File: src/rtl/bus_cycle_ctrl.sv
// 68000 bus-cycle glue controller: decodes addr[23:20] into ROM/RAM/IO,
// drives registered chip selects and RAM byte strobes, inserts per-region
// wait states and ends each cycle with DTACK_n, or with BERR_n on timeout.
module bus_cycle_ctrl #(
    parameter int unsigned ROM_WAIT     = 2,
    parameter int unsigned RAM_WAIT     = 0,
    parameter int unsigned IO_WAIT      = 3,
    parameter int unsigned BERR_TIMEOUT = 64
) (
    input  logic        clk,
    input  logic        reset,
    input  logic        as_n,
    input  logic        read,
    input  logic        uds_n,
    input  logic        lds_n,
    input  logic [23:0] addr,
    input  logic        io_ready,
    output logic        dtack_n,
    output logic        berr_n,
    output logic        rom_cs_n,
    output logic        ram_cs_n,
    output logic        io_cs_n,
    output logic        ram_we_hi_n,
    output logic        ram_we_lo_n,
    output logic        data_oe_n,
    output logic [2:0]  state
);

    typedef enum logic [2:0] {
        S_IDLE    = 3'd0,
        S_WAIT    = 3'd1,
        S_ACK     = 3'd2,
        S_BERR    = 3'd3,
        S_RECOVER = 3'd4
    } state_t;

    typedef enum logic [1:0] {
        R_NONE = 2'd0,
        R_ROM  = 2'd1,
        R_RAM  = 2'd2,
        R_IO   = 2'd3
    } region_t;

    localparam logic [7:0] TMO_LAST = 8'(BERR_TIMEOUT - 1);

    state_t      cur_state, nxt_state;
    region_t     decoded, region_q, region_d;
    logic        read_q, read_d;
    logic [3:0]  wcnt_q, wcnt_d;
    logic [7:0]  tcnt_q, tcnt_d;
    logic        in_cycle, strobes_valid;
    logic        dtack_d, berr_d, rom_cs_d, ram_cs_d, io_cs_d;
    logic        we_hi_d, we_lo_d, oe_d;

    // Low address bits are decoded by the devices themselves.
    logic        addr_unused;
    assign addr_unused = ^addr[19:0];

    assign state = cur_state;

    // Region decode of the live address.
    always_comb begin
        case (addr[23:20])
            4'h0:    decoded = R_ROM;
            4'h1:    decoded = R_RAM;
            4'hF:    decoded = R_IO;
            default: decoded = R_NONE;
        endcase
    end

    // Next state, cycle bookkeeping and next values of the registered outputs.
    always_comb begin
        // NOTE: every signal gets a default before any branch so no path
        // leaves one unassigned, which would otherwise infer a latch.
        nxt_state = cur_state;
        region_d  = region_q;
        read_d    = read_q;
        wcnt_d    = wcnt_q;
        tcnt_d    = tcnt_q;

        case (cur_state)
            S_IDLE: begin
                if (!as_n) begin
                    nxt_state = S_WAIT;
                    region_d  = decoded;
                    read_d    = read;
                    tcnt_d    = 8'd0;
                    case (decoded)
                        R_ROM:   wcnt_d = 4'(ROM_WAIT);
                        R_RAM:   wcnt_d = 4'(RAM_WAIT);
                        R_IO:    wcnt_d = 4'(IO_WAIT);
                        default: wcnt_d = 4'd0;
                    endcase
                end
            end
            S_WAIT: begin
                if (as_n) begin
                    nxt_state = S_IDLE;
                end else if (wcnt_q == 4'd0 && region_q != R_NONE &&
                             (region_q != R_IO || io_ready)) begin
                    nxt_state = S_ACK;
                end else if (tcnt_q == TMO_LAST) begin
                    nxt_state = S_BERR;
                end else begin
                    if (wcnt_q != 4'd0)
                        wcnt_d = wcnt_q - 4'd1;
                    tcnt_d = tcnt_q + 8'd1;
                end
            end
            S_ACK, S_BERR, S_RECOVER: begin
                if (as_n)
                    nxt_state = S_IDLE;
            end
            default: nxt_state = S_RECOVER;
        endcase

        // Outputs follow the state being entered and the cycle's latched attributes.
        in_cycle      = (nxt_state == S_WAIT) || (nxt_state == S_ACK) || (nxt_state == S_BERR);
        strobes_valid = (nxt_state == S_WAIT) || (nxt_state == S_ACK);

        dtack_d  = (nxt_state != S_ACK);
        berr_d   = (nxt_state != S_BERR);
        rom_cs_d = !(in_cycle && region_d == R_ROM);
        ram_cs_d = !(in_cycle && region_d == R_RAM);
        io_cs_d  = !(in_cycle && region_d == R_IO);
        oe_d     = !(in_cycle && read_d);
        we_hi_d  = strobes_valid ? (ram_cs_d | read_d | uds_n) : 1'b1;
        we_lo_d  = strobes_valid ? (ram_cs_d | read_d | lds_n) : 1'b1;
    end

    // State, counters and registered bus outputs; reset wins even mid-cycle.
    always_ff @(posedge clk) begin
        // NOTE: sequential state uses non-blocking assignments so every
        // register samples pre-edge values regardless of statement order.
        if (reset) begin
            cur_state   <= S_RECOVER;
            region_q    <= R_NONE;
            read_q      <= 1'b1;
            wcnt_q      <= 4'd0;
            tcnt_q      <= 8'd0;
            dtack_n     <= 1'b1;
            berr_n      <= 1'b1;
            rom_cs_n    <= 1'b1;
            ram_cs_n    <= 1'b1;
            io_cs_n     <= 1'b1;
            ram_we_hi_n <= 1'b1;
            ram_we_lo_n <= 1'b1;
            data_oe_n   <= 1'b1;
        end else begin
            cur_state   <= nxt_state;
            region_q    <= region_d;
            read_q      <= read_d;
            wcnt_q      <= wcnt_d;
            tcnt_q      <= tcnt_d;
            dtack_n     <= dtack_d;
            berr_n      <= berr_d;
            rom_cs_n    <= rom_cs_d;
            ram_cs_n    <= ram_cs_d;
            io_cs_n     <= io_cs_d;
            ram_we_hi_n <= we_hi_d;
            ram_we_lo_n <= we_lo_d;
            data_oe_n   <= oe_d;
        end
    end

endmodule

File: config.mk
export PLATFORM = sky130hd
export DESIGN_NAME = bus_cycle_ctrl
export DESIGN_NICKNAME = d
export VERILOG_FILES = /design/src/rtl/bus_cycle_ctrl.sv
export SDC_FILE = /design/constraint.sdc
export NUM_CORES = 1
export LEC_CHECK = 0
export BUFFER_PORTS_ARGS = -buffer_cell sky130_fd_sc_hd__buf_4
export CORE_ASPECT_RATIO = 1.4
export CORE_MARGIN = 2
export CORE_UTILIZATION = 35
export DETAILED_ROUTE_END_ITERATION = 16
export GPL_TIMING_DRIVEN = 0
export PLACE_DENSITY = 0.69
export SYNTH_ARGS = -nofsm -noshare
export SYNTH_HDL_FRONTEND = slang
export SYNTH_SLANG_ARGS = --single-unit
File: constraint.sdc
create_clock -name clk -period 3.9 [get_ports clk]
set_input_delay 1.17 -clock clk [delete_from_list [all_inputs] [get_ports clk]]
set_output_delay 1.17 -clock clk [all_outputs]
set_load 0.05 [all_outputs]
==> flow_summary_export.csv <==
group,metric,value,unit
power_and_ir_drop,peakVddDrop,0.228,mV
cts,clockBufferDepth,2,
power_and_ir_drop,power_density,331,nW/um^2
global_routing,antenna_found_initial,0,
logic_synthesis,yosys_warnings,0,
setup_path,cp-start-kind,"input pin",
setup_path,cp_data_required_time,4060,ps
drt,ant_nets,0,
layout,drive_gt1_share,26.3,%
cts,cts_tree,"yes",
floorplan,pin_count,42,
timing,finalSetupViolations,0,
setup_path,cpMaxStageDelayCell,"nor4_2",
timing,maxSlewHeadroom,58.5,%
logic_synthesis,synth.distinct_cells,42,
layout,fill_cells,359,
cts,clockRootBuffer,"clkbuf_8",
logic_synthesis,ys_seq_elements,26,
logic_synthesis,synth_edf_count,0,
global_routing,grt-ovfl-total,0,
setup_path,r2r_start,"state[2]",
place,place_congestion,0.803,
floorplan,die_area,3920,sq um
floorplan,die_h,73.3,microns
min_path,min_path_type,"reg2reg",
setup_path,cp_cell_sequence,"buf_4 -> nor4_2 -> mux2_2 -> a211oi_2 -> nand2b_1",
setup_path,worst-setup-path-type,"in2reg",
drt,first_pass_iters,6,
min_path,min_path_cells,2,
global_routing,grt_max_degree,14,
global_routing,grtUsageTotal,13.8,%
logic_synthesis,async_flop_share,0,%
logic_synthesis,ys.flop_type,"dfxtp_1",
timing,period_minus_slack,2370,ps
logic_synthesis,synth_area,1200,sq um
global_routing,grt_pass1_vias,966,
drt,drc_errors,0,
place,dpl_worst_slack,1230,ps
drt,wire_per_inst,11.9,microns
cts,clock-sinks,26,
setup_path,cp.arrival,2530,ps
setup_path,r2r-end,"ram_we_hi_n",
timing,hold_violations,0,
logic_synthesis,syn_nets,165,
timing,totalNegativeSetupSlack,0,ps
cts,ctsResizeCount,0,
floorplan,initial_utilization,36.2,%
cts,cts_setup_buffers,0,
setup_path,rr_worst_depth,4,
timing,fin_skew,1.45,ps
place,hpwl,1.82,mm
drt,drtIter0Drc,15,
layout,area_growth_syn_to_layout,20.7,%
timing,grt_setup_unrepaired,"no",
power_and_ir_drop,p_leak,0.537,nW
timing,finalCritPeriodShare,60.8,%
floorplan,die_w,53.5,microns
setup_path,path_delay_family,"simple AND/OR/NAND/NOR gates",
global_routing,grt_pass1_wl,4.11,mm
setup_path,cpPeakStageDelay,460,ps
setup_path,worstPathMaxFanout,8,
cts,cts.hold.buffers_added,0,
cts,insertion_delay,260,ps
drt,wirelength,2.33,mm
logic_synthesis,seq_area_frac_synth,43.3,%
layout,antenna_cells,0,
logic_synthesis,avgSynthCellArea,9.10,sq um
timing,slew_violations,0,
setup_path,rrSetupSlack,2010,ps
layout,layout.nets,191,
power_and_ir_drop,totalPowerFinal,480,uW
setup_path,crit_path_end_kind,"flip-flop",
timing,finalWorstSetupSlack,1530,ps
drt,vias_per_cell,5.17,
floorplan,num_rows,25,
timing,worstMarginPinSlew,617,ps
logic_synthesis,synthCells,132,
setup_path,cp_num_buf_inv,1,
min_path,worstHoldStart,"tcnt_q[0]",
place,port_buffers,21,
cts,numCtsBuffers,3,
floorplan,coreArea,3320,sq um
timing,timing.fmax,422,MHz
cts,htreeDepth,1,
outcome,status,"completed",
drt,vias,1013,
min_path,hold_path_end,"tcnt_q[0]",
cts,path_clk_slew,80,ps
flow_run,maxCapViolCount,0,
[registers in the layout (all words and copies together) (netlist names)]
name and cells:
tcnt_q 8, wcnt_q 4, state 3, region_q 2
berr_n 1, data_oe_n 1, dtack_n 1, io_cs_n 1
ram_cs_n 1, ram_we_hi_n 1, ram_we_lo_n 1, read_q 1
rom_cs_n 1
[synth_stat cells, types with 2 or more instances]
cell,instances,area (sq um)
or4_1,2,15.0
ha_1,2,25.0
o21ai_1,6,30.0
nand4_1,2,12.5
inv_1,4,15.0
or2_2,3,18.8
nand3b_1,3,22.5
nor2_1,7,26.3
o21ai_0,3,15.0
nand3_1,7,35.0
xor2_1,2,17.5
nand2b_1,3,18.8
nand2_1,11,41.3
nor3_1,4,20.0
dfxtp_1,26,521
o31ai_1,3,22.5
or3_1,5,31.3
nor2b_1,5,31.3
nor3b_1,2,15.0
a21oi_1,10,50.1
[where the power goes]
part | total [mW] | internal [mW] | switching (mW)
logic | 0.0554 | 0.0245 | 0.0309
registers | 0.277 | 0.271 | 0.00607
clock network | 0.148 | 0.0691 | 0.0786
total | 0.480 | 0.365 | 0.116
[worst max path at each step]
stage / start / to / cells after the start
2_1_floorplan: as_n / ram_we_hi_n / 4
3_3_place_gp: as_n / ram_we_lo_n / 5
3_5_place_dp: as_n / ram_we_hi_n / 5
4_1_cts: as_n / ram_we_hi_n / 5
5_1_grt: as_n / ram_we_lo_n / 5
6_report: as_n / ram_we_hi_n / 5
[worst min-delay path: cells and delay by family, from the launching register on]
| family | cells | cell delay, ps |
|---|---|---|
| DFF | 1 | 340 |
| and+or+nand+nor | 1 | 60 |
| AOI/OAI and AO/OA | 1 | 50 |
[cell families after synthesis]
| group | share of synthesized area (%) |
|---|---|
| AOI/OAI and AO/OA | 13.3 |
| buffers and inverters | 3.54 |
| xor gates and xnor gates | 2.19 |
| DFF | 43.3 |
| and+or+nand+nor | 34.6 |
| muxes | 0.937 |
| adders and majority gates | 2.08 |
[final cells by class]
class                      instances  area, sq um  share of cell area (%)
clock buffer                       3         41.3                    2.85
sequential                        26          520                    35.9
timing repair buffer              21          158                    10.9
tap                               40         50.0                    3.45
multi-input combinational         99          638                    44.0
inverter                           4         15.0                    1.04
buffer                             3         27.5                    1.90
[metal layers]
| metal | vias to the layer above | global-route usage [%] | wire length (microns) | part of all wire, % |
|---|---|---|---|---|
| met5 | - | 0 | 0 | 0 |
| met4 | 0 | 4.27 | 29 | 1.2 |
| met3 | 4 | 2.85 | 85 | 3.6 |
| met2 | 16 | 24.0 | 1220 | 53 |
| met1 | 474 | 16.6 | 989 | 42 |
| li1 | 519 | - | - | - |
[layout by cell type, fill, tap and decap left out, drive strengths merged]
| cell type | n |
|---|---|
| a211oi | 1 |
| dlymetal6s2s | 1 |
| a21boi | 1 |
| or2 | 4 |
| buf | 22 |
| mux2 | 1 |
| xnor2 | 1 |
| clkbuf | 4 |
| a21oi | 10 |
| nor2b | 5 |
| nor4bb | 1 |
| nor2 | 7 |
| nand3b | 3 |
| nor4 | 1 |
| a21o | 1 |
| or3b | 1 |
| and3 | 2 |
| o31ai | 3 |
| nand4 | 3 |
| a41o | 1 |
| xor2 | 2 |
| or3 | 5 |
| nand3 | 9 |
| nand2 | 12 |
| ha | 2 |
| nand2b | 3 |
| dfxtp | 26 |
| inv | 4 |
| and2b | 1 |
| nor3 | 5 |
| o21ai | 9 |
| or4 | 2 |
| nor3b | 3 |
[stage by stage]
stage / area [sq um] / hold WS [ps] / utilization, % / instances
final: 1450 / 490 / 43.7 / 196
after detailed placement: 1410 / 484 / 42.5 / 193
after global placement: 1410 / 460 / 42.5 / 193
after global routing: 1450 / 520 / 43.7 / 196
after CTS: 1450 / 495 / 43.7 / 196
after floorplan: 1200 / 452 / - / 132
Power figures use the tool's default switching activity.
